<file path="config.mk">
export PLATFORM = sky130hd
export DESIGN_NAME = code_sequencer
export DESIGN_NICKNAME = d
export VERILOG_FILES = /design/src/rtl/code_sequencer.sv
export SDC_FILE = /design/constraint.sdc
export NUM_CORES = 1
export LEC_CHECK = 0
export CAP_MARGIN = 15
export CORE_MARGIN = 3
export CORE_UTILIZATION = 52
export DETAILED_ROUTE_END_ITERATION = 8
export PLACE_DENSITY = 0.69
export SLEW_MARGIN = 10
export SYNTH_ARGS = -nofsm -noshare
export SYNTH_HDL_FRONTEND = slang
export SYNTH_SLANG_ARGS = --single-unit
</file>
<file path="constraint.sdc">
create_clock -name clk -period 4.57 [get_ports clk]
set_clock_uncertainty 0.1 [all_clocks]
set_input_delay 0.457 -clock clk [delete_from_list [all_inputs] [get_ports clk]]
set_output_delay 0.457 -clock clk [all_outputs]
set_load 0.05 [all_outputs]
</file>
<file path="src/rtl/code_sequencer.sv">
// Purpose: steps a 4-bit code through a loadable table, on a prescaled tick or a debounced button press.
// Latency: index/tick/wrap update one edge after the advance decision; SW is a combinational read of the table at index.
// Backpressure: none; the downstream decoder is combinational and always accepts SW.
module code_sequencer #(
    parameter int TICK_DIV        = 50000000,
    parameter int SEQ_LEN         = 8,
    parameter int DEBOUNCE_CYCLES = 1000000
) (
    input  logic       clk,
    input  logic       rst,
    input  logic       run,
    input  logic       dir,
    input  logic       step_btn,
    input  logic       load_en,
    input  logic [3:0] load_addr,
    input  logic [3:0] load_data,
    output logic [3:0] SW,
    output logic [3:0] index,
    output logic       tick,
    output logic       wrap
);

    localparam int PW = (TICK_DIV > 1) ? $clog2(TICK_DIV) : 1;
    localparam int DW = (DEBOUNCE_CYCLES > 1) ? $clog2(DEBOUNCE_CYCLES) : 1;

    localparam logic [PW-1:0] PRESC_MAX = PW'(TICK_DIV - 1);
    localparam logic [DW-1:0] DB_MAX    = DW'(DEBOUNCE_CYCLES - 1);
    localparam logic [3:0]    IDX_LAST  = 4'(SEQ_LEN - 1);
    localparam logic [4:0]    LEN_EXT   = 5'(SEQ_LEN);

    typedef enum logic {
        PAUSED  = 1'b0,
        RUNNING = 1'b1
    } state_t;

    state_t          state;
    state_t          next_state;
    logic [PW-1:0]   presc;
    logic            sync1;
    logic            sync2;
    logic            deb;
    logic [DW-1:0]   db_cnt;
    logic            step_req;
    logic            auto_adv;
    logic            step_adv;
    logic            presc_en;
    logic            advance;
    logic [3:0]      code_tbl [16];

    // Mode register: paused or auto-running.
    always_ff @(posedge clk) begin
        if (rst) begin
            state <= PAUSED;
        end else begin
            state <= next_state;
        end
    end

    // Mode transitions follow the run level directly.
    always_comb begin
        next_state = state;
        case (state)
            PAUSED:  if (run)  next_state = RUNNING;
            RUNNING: if (!run) next_state = PAUSED;
            default: next_state = PAUSED;
        endcase
    end

    // Advance sources: prescaler terminal count while running, button press while paused.
    always_comb begin
        presc_en = 1'b0;
        auto_adv = 1'b0;
        step_adv = 1'b0;
        case (state)
            RUNNING: begin
                presc_en = run;
                auto_adv = run && (presc == PRESC_MAX);
            end
            PAUSED: begin
                step_adv = step_req;
            end
            default: begin
                presc_en = 1'b0;
            end
        endcase
    end

    assign advance = auto_adv | step_adv;

    // Prescaler: counts while running, held at zero otherwise so re-entry gets a full period.
    always_ff @(posedge clk) begin
        if (rst) begin
            presc <= '0;
        end else if (!presc_en) begin
            presc <= '0;
        end else if (presc == PRESC_MAX) begin
            presc <= '0;
        end else begin
            presc <= presc + 1'b1;
        end
    end

    // Button synchroniser and debounce: accept a new level only after it has been stable long enough.
    always_ff @(posedge clk) begin
        if (rst) begin
            sync1  <= 1'b0;
            sync2  <= 1'b0;
            deb    <= 1'b0;
            db_cnt <= '0;
        end else begin
            sync1 <= step_btn;
            sync2 <= sync1;
            if (sync2 == deb) begin
                db_cnt <= '0;
            end else if (db_cnt == DB_MAX) begin
                deb    <= sync2;
                db_cnt <= '0;
            end else begin
                db_cnt <= db_cnt + 1'b1;
            end
        end
    end

    // A press is the edge on which the debounced level flips from 0 to 1.
    assign step_req = sync2 && !deb && (db_cnt == DB_MAX);

    // Index update with wrap detection; tick and wrap are single-cycle registered pulses.
    always_ff @(posedge clk) begin
        if (rst) begin
            index <= '0;
            tick  <= 1'b0;
            wrap  <= 1'b0;
        end else begin
            tick <= advance;
            wrap <= 1'b0;
            if (advance) begin
                if (!dir) begin
                    if (index >= IDX_LAST) begin
                        index <= '0;
                        wrap  <= 1'b1;
                    end else begin
                        index <= index + 1'b1;
                    end
                end else begin
                    if (index == '0) begin
                        index <= IDX_LAST;
                        wrap  <= 1'b1;
                    end else begin
                        index <= index - 1'b1;
                    end
                end
            end
        end
    end

    // Code table: identity on reset, writes beyond the active length are dropped.
    always_ff @(posedge clk) begin
        if (rst) begin
            for (int i = 0; i < 16; i++) begin
                code_tbl[i] <= 4'(i);
            end
        end else if (load_en && ({1'b0, load_addr} < LEN_EXT)) begin
            code_tbl[load_addr] <= load_data;
        end
    end

    assign SW = code_tbl[index];

endmodule
</file>
==> impl_metrics.yaml, run 1 <==
timing:
  report.final.hold_viol_count: 0
  drv_slew: 0
  timing.hold.ws_ns: 0.336
  setup_viol: 0
  fmax_mhz: 259
  max_slew_margin: 0.354
  tns_ns: 0
  fin_crit_ns: 3.85
  rsz0062_at_grt: "false"
  worstMarginPinSlew_ns: 0.970
  fin_crit_sh: 0.843
drt:
  drc: 0
  via_count: 3759
  first_pass_iters: 5
  viasPerCell: 5.56
  avgRoutedWirePerCell_microns: 15.9
  drt_iter0_markers: 250
  ant_nets: 0
  wl_mm: 10.8
grt:
  grt_max_degree: 36
  grt-ovfl-total: 0
  grtUsageTotal: 0.199
  first_global_vias: 3675
  grt_first_pass_wirelength_mm: 17.8
  grt_antenna_before_repair: 0
clocking:
  cts_tree: "yes"
  clk_latency_ns: 0.52
  cts.clk_slew.worst_paths_ns: 0.05
  cts_max_path_buffers: 2
  numCtsBuffers: 17
  cts_setup_buffers: 0
  postCtsResizedCells: 0
  ctsHoldBuffers: 0
  cts_root_buf: "clkbuf_8"
  cts_sinks: 124
  cts_htree_levels: 4
pwr:
  pwr-share-seq: 0.503
  internal-power_uw: 1960
  pwr-share-clk: 0.462
  p_switching_uw: 492
  p_leak_uw: 0.00218
  switching_share: 0.201
  power_density_nw_per_um2: 375
  ir_drop_v: 0.000256
  combPwrFrac: 0.035
critical_path:
  worstSetupEndpoint: "SW[2]"
  end_kind: "output pin"
  crit_fanout: 16
  cp-start-kind: "flip-flop"
  reg2reg_depth: 4
  critPathKind: "reg2out"
  reg2reg_slack_ns: 2.00
  arrival_ns: 3.30
  rr_endpoint: "presc[10]"
  crit_required_ns: 4.01
  timing.rr.start: "presc[9]"
placement:
  hpwl_mm: 7.57
  port_buffers: 23
  place_congestion: 0.784
synthesis:
  synth_xor_area_frac: 0.0356
  synth_edf_count: 64
  synth_seq_area_share: 0.552
  synth_top_family_by_area: "simple AND/OR/NAND/NOR gates"
  synthFlopType: "edfxtp_1"
  syn_inst: 483
  synth_compound_area_frac: 0.0617
  avgSynthCellArea_sq_um: 11.7
  synth-adder-area-share: 0.0111
  ys_ff_latch: 124
  async_flop_share: 0
  netlist_area_sq_um: 5660
  yosys_warnings: 0
  synth.distinct_cells: 53
  synth_simple_gate_area_frac: 0.209
  synthMuxAreaShare: 0.0951
cells_and_area:
  n_antenna_cell: 0
  area_growth_pct: 15.6
  drive_above_1_share: 0.126
  fin_nets: 546
  utilization: 0.625
floorplan:
  initial_core_util: 0.541
  io_pins: 24
  dieArea_sq_um: 12200
  die_h_microns: 110
  rows: 37
  core_area_sq_um: 10500
  die_width_microns: 110
hold_path:
  min_path_type: "in2reg"
status:
  status: "completed"
job:
  cap_viol_max_count: 0
## worst min-delay path by stage
stage	from	endpoint	slack [ns]	depth (start not counted)
after floorplan	sync1	sync2	0.31	1
after global placement	db_cnt[0]	db_cnt[0]	0.33	1
after detailed placement	db_cnt[0]	db_cnt[0]	0.35	1
after CTS	rst	code_tbl[10][3]	0.31	1
after global routing	rst	code_tbl[10][3]	0.33	1
final	rst	code_tbl[12][0]	0.34	1
## final cells by class
class                   count  area, sq um
multi-input cells         346         2450
well taps                 136          170
fillers                   864         3920
inverters                  13         48.8
clock inverters             3         15.0
flip-flops and latches    124         3120
repair buffers             25          240
clock buffers              29          489
## kinds of logic after synthesis
family | count (synthesis)
and+or+nand+nor | 202
muxes | 28
AOI/OAI and AO/OA | 56
other | 2
DFF | 124
xor gates and xnor gates | 23
buffers and inverters | 43
adders and majority gates | 5
## power by group through the flow
stage | clock (uW) | sequential [uW] | combinational, uW
floorplan | 0 | 1240 | 57.4
global placement | 0 | 1260 | 81.6
detailed placement | 0 | 1260 | 84.0
CTS | 1170 | 1230 | 84.3
global route | 1220 | 1240 | 93.0
finish | 1130 | 1230 | 84.6
## stage by stage
step	setup slack (ns)	cells	area, sq um	power, uW
floorplan	1.85	513	5770	1300
global placement	1.28	644	6030	1340
detailed placement	1.19	644	6030	1340
CTS	0.625	676	6540	2480
global route	0.468	676	6540	2550
finish	0.716	676	6540	2450
## cells in the mapped netlist, types with 10 or more instances
cell,instances,area [sq um]
and2_1,22,138
xor2_1,11,96.3
nor2_1,45,169
edfxtp_1,64,1920
clkbuf_1,23,86.3
nand2_1,21,78.8
or3_1,21,131
mux4_2,20,450
nand3_1,14,70.1
or4_1,12,90.1
a21oi_1,26,130
o31ai_1,13,97.6
nand4_1,10,62.6
dfxtp_1,60,1200
inv_1,13,48.8
xnor2_1,12,105
## routing by layer
| metal | routed length (microns) | global-route usage | vias up | part of all wire |
|---|---|---|---|---|
| met5 | 0 | 0 | - | 0 |
| met4 | 420 | 0.124 | 0 | 0.039 |
| met3 | 434 | 0.0600 | 29 | 0.040 |
| met2 | 5450 | 0.332 | 68 | 0.51 |
| met1 | 4460 | 0.223 | 1810 | 0.41 |
| li1 | - | - | 1852 | - |
## registers in the layout, summed over array words and instances (netlist names), named ones only
signal,flops
index,4
tick,1
state,1
code_tbl,64
sync1,1
presc,26
db_cnt,20
sync2,1
deb,1
wrap,1
## critical path, cell delays in order (launching register included)
cell	delay (ns)
dfxtp_1	0.95
mux4_2	0.61
mux4_2	0.49
clkdlybuf4s50_1	0.72
## cell usage in the layout (no fill, tap or decap), drive strengths merged, types with 2 or more instances in the layout
master	netlist	final
mux4	20	20
mux2i	2	2
nand3	14	14
and4	5	5
inv	13	13
conb	2	32
or4	14	14
nor4b	3	3
clkinv	0	3
or4b	4	4
and3	3	3
xor2	11	11
mux2	6	6
o21ai	9	9
o31ai	13	13
nand2b	5	5
clkbuf	23	29
nor2b	3	3
nor4	5	5
nand2	21	21
nor3	9	9
or2	9	9
clkdlybuf4s50	0	22
edfxtp	64	64
a21oi	27	27
nor2	45	45
or3	21	21
and2	23	23
a32oi	2	2
nand4	13	13
xnor2	12	12
buf	7	3
ha	5	5
dfxtp	60	60
Power figures use the tool's default switching activity.
==> run 2: changes to the inputs <==
clock period = 3.7 ns   (was 4.57 ns; I/O delays follow)
==> run 2 against run 1 <==
Wire length grew 0.66%; critical path depth is the same; power grew 28%; setup slack lost 0.39 ns; cell count is the same; die area is the same; clock power grew 33%; non-clock buffer count grew 1; global-route usage shrank 0.16 points; count of clock-buffer cells in the layout shrank 2; flip-flop and latch count is the same.
==> impl_metrics.yaml, run 2 (synthesized netlist as in run 1, its figures left out) <==
job:
  cap_viol_max_count: 0
timing:
  tns_ns: 0
  fin_crit_ns: 3.38
  worstMarginPinSlew_ns: 0.940
  rsz0062_at_grt: "false"
  report.final.hold_viol_count: 0
  fmax_mhz: 296
  fin_crit_sh: 0.912
  setup_viol: 0
  max_slew_margin: 0.373
  drv_slew: 0
placement:
  port_buffers: 23
  hpwl_mm: 7.52
  post_dp_cell_area_sq_um: 6040
  place_congestion: 0.802
floorplan:
  io_pins: 24
  die_h_microns: 110
  die_width_microns: 110
  rows: 37
  core_area_sq_um: 10500
  dieArea_sq_um: 12200
  initial_core_util: 0.541
drt:
  drc: 0
  ant_nets: 0
  via_count: 3746
  drt_iter0_markers: 246
  first_pass_iters: 5
  viasPerCell: 5.54
  wl_mm: 10.8
  avgRoutedWirePerCell_microns: 16.0
clocking:
  cts_setup_buffers: 0
  ctsHoldBuffers: 0
  cts_htree_levels: 4
  numCtsBuffers: 17
  cts_sinks: 124
  cts.clk_slew.worst_paths_ns: 0.06
  clk_latency_ns: 0.51
  cts_max_path_buffers: 2
  cts_root_buf: "clkbuf_8"
  cts_tree: "yes"
  postCtsResizedCells: 0
critical_path:
  crit_required_ns: 3.23
  crit_fanout: 16
  arrival_ns: 2.91
  worst_path_max_delay_cell: "dfxtp_1"
  critPathKind: "reg2out"
  rr_endpoint: "presc[21]"
  end_kind: "output pin"
  crit_chain: "mux4_2 -> mux4_2 -> clkdlybuf4s50_1"
  reg2reg_slack_ns: 1.16
  cp_num_cells: 3
  crit_family: "multiplexers"
  reg2reg_depth: 4
  worstSetupEndpoint: "SW[2]"
  cpPeakStageDelay_ns: 0.77
  cp-start-kind: "flip-flop"
  crit_top_cell: "mux4_2"
  critPathBufInv: 1
  timing.rr.start: "presc[9]"
grt:
  grtUsageTotal: 0.198
  grt_first_pass_wirelength_mm: 18.1
  grt_antenna_before_repair: 0
  grt-ovfl-total: 0
  grt_max_degree: 55
  first_global_vias: 3780
cells_and_area:
  finalInstanceArea_sq_um: 6590
  top_regs: "code_tbl x64, presc x26, db_cnt x20"
  final_cell_mix: "edfxtp_1 (64), dfxtp_1 (60), nor2_1 (45)"
  largest_reg_flops: 64
  drive_above_1_share: 0.133
  area_growth_pct: 16.6
  n_antenna_cell: 0
  largest-register: "code_tbl"
  final_common_cell: "edfxtp_1"
  fin_nets: 547
hold_path:
  min_path_type: "in2reg"
pwr:
  power_density_nw_per_um2: 474
  p_leak_uw: 0.00221
  ir_drop_v: 0.000335
status:
  status: "completed"
## run 2: changes by cell type in the layout (fill, tap and decap cells not counted)
cell and delta:
clkbuf_1 -4, clkinv_2 -2, clkbuf_16 +2, inv_4 +1, buf_4 +1, clkinvlp_4 +2
## run 2: through the flow
stage | power [uW] | cells | setup slack, ns | hold WS [ns] | util
finish | 3130 | 676 | 0.325 | 0.0673 | 0.630
global route | 3240 | 676 | 0.226 | 0.0533 | 0.630
floorplan | 1610 | 513 | 1.07 | 0.314 | -
detailed placement | 1650 | 645 | 0.859 | 0.342 | 0.577
CTS | 3150 | 676 | 0.298 | 0.0559 | 0.630
global placement | 1650 | 645 | 0.917 | 0.331 | 0.577
## run 2: worst register-to-register path, stage by stage (launching register included)
cell,delay [ns]
dfxtp_1,0.37
or4b_1,0.59
nor4b_1,0.39
a31o_1,0.83
a21oi_1,0.09
## run 2: cell type report
cell class                 count  area (sq um)
clock buffer                  27           524
clock inverter                 4          26.3
fill                         860          3870
inverter                      13          48.8
multi-input combinational    346          2450
sequential                   124          3120
tap                          136           170
timing repair buffer          26           248
## run 2: worst min-delay path by stage
| stage | start | to | slack [ns] | depth (start not counted) |
|---|---|---|---|---|
| after floorplan | sync1 | sync2 | 0.31 | 1 |
| after CTS | rst | state | 0.06 | 2 |
| after detailed placement | db_cnt[0] | db_cnt[0] | 0.34 | 1 |
| after global routing | rst | state | 0.05 | 2 |
| final | rst | state | 0.07 | 2 |
| after global placement | db_cnt[0] | db_cnt[0] | 0.33 | 1 |
## run 2: power breakdown
group / switching (uW) / internal [uW] / total [uW]
sequential: 20.0 / 1500 / 1520
combinational: 59.3 / 46.2 / 106
clock: 548 / 952 / 1500
## run 2: layer usage
layer | track usage | part of all wire
met1 | 0.233 | 0.42
met3 | 0.0530 | 0.035
met4 | 0.0959 | 0.031
met5 | 0 | 0
met2 | 0.334 | 0.51
==> run 3: changes to the inputs <==
CTS_CLUSTER_DIAMETER = 100   (was not set)
==> results of run 3 <==
No change in the layout: final DEF, timing and power equal those of run 2.
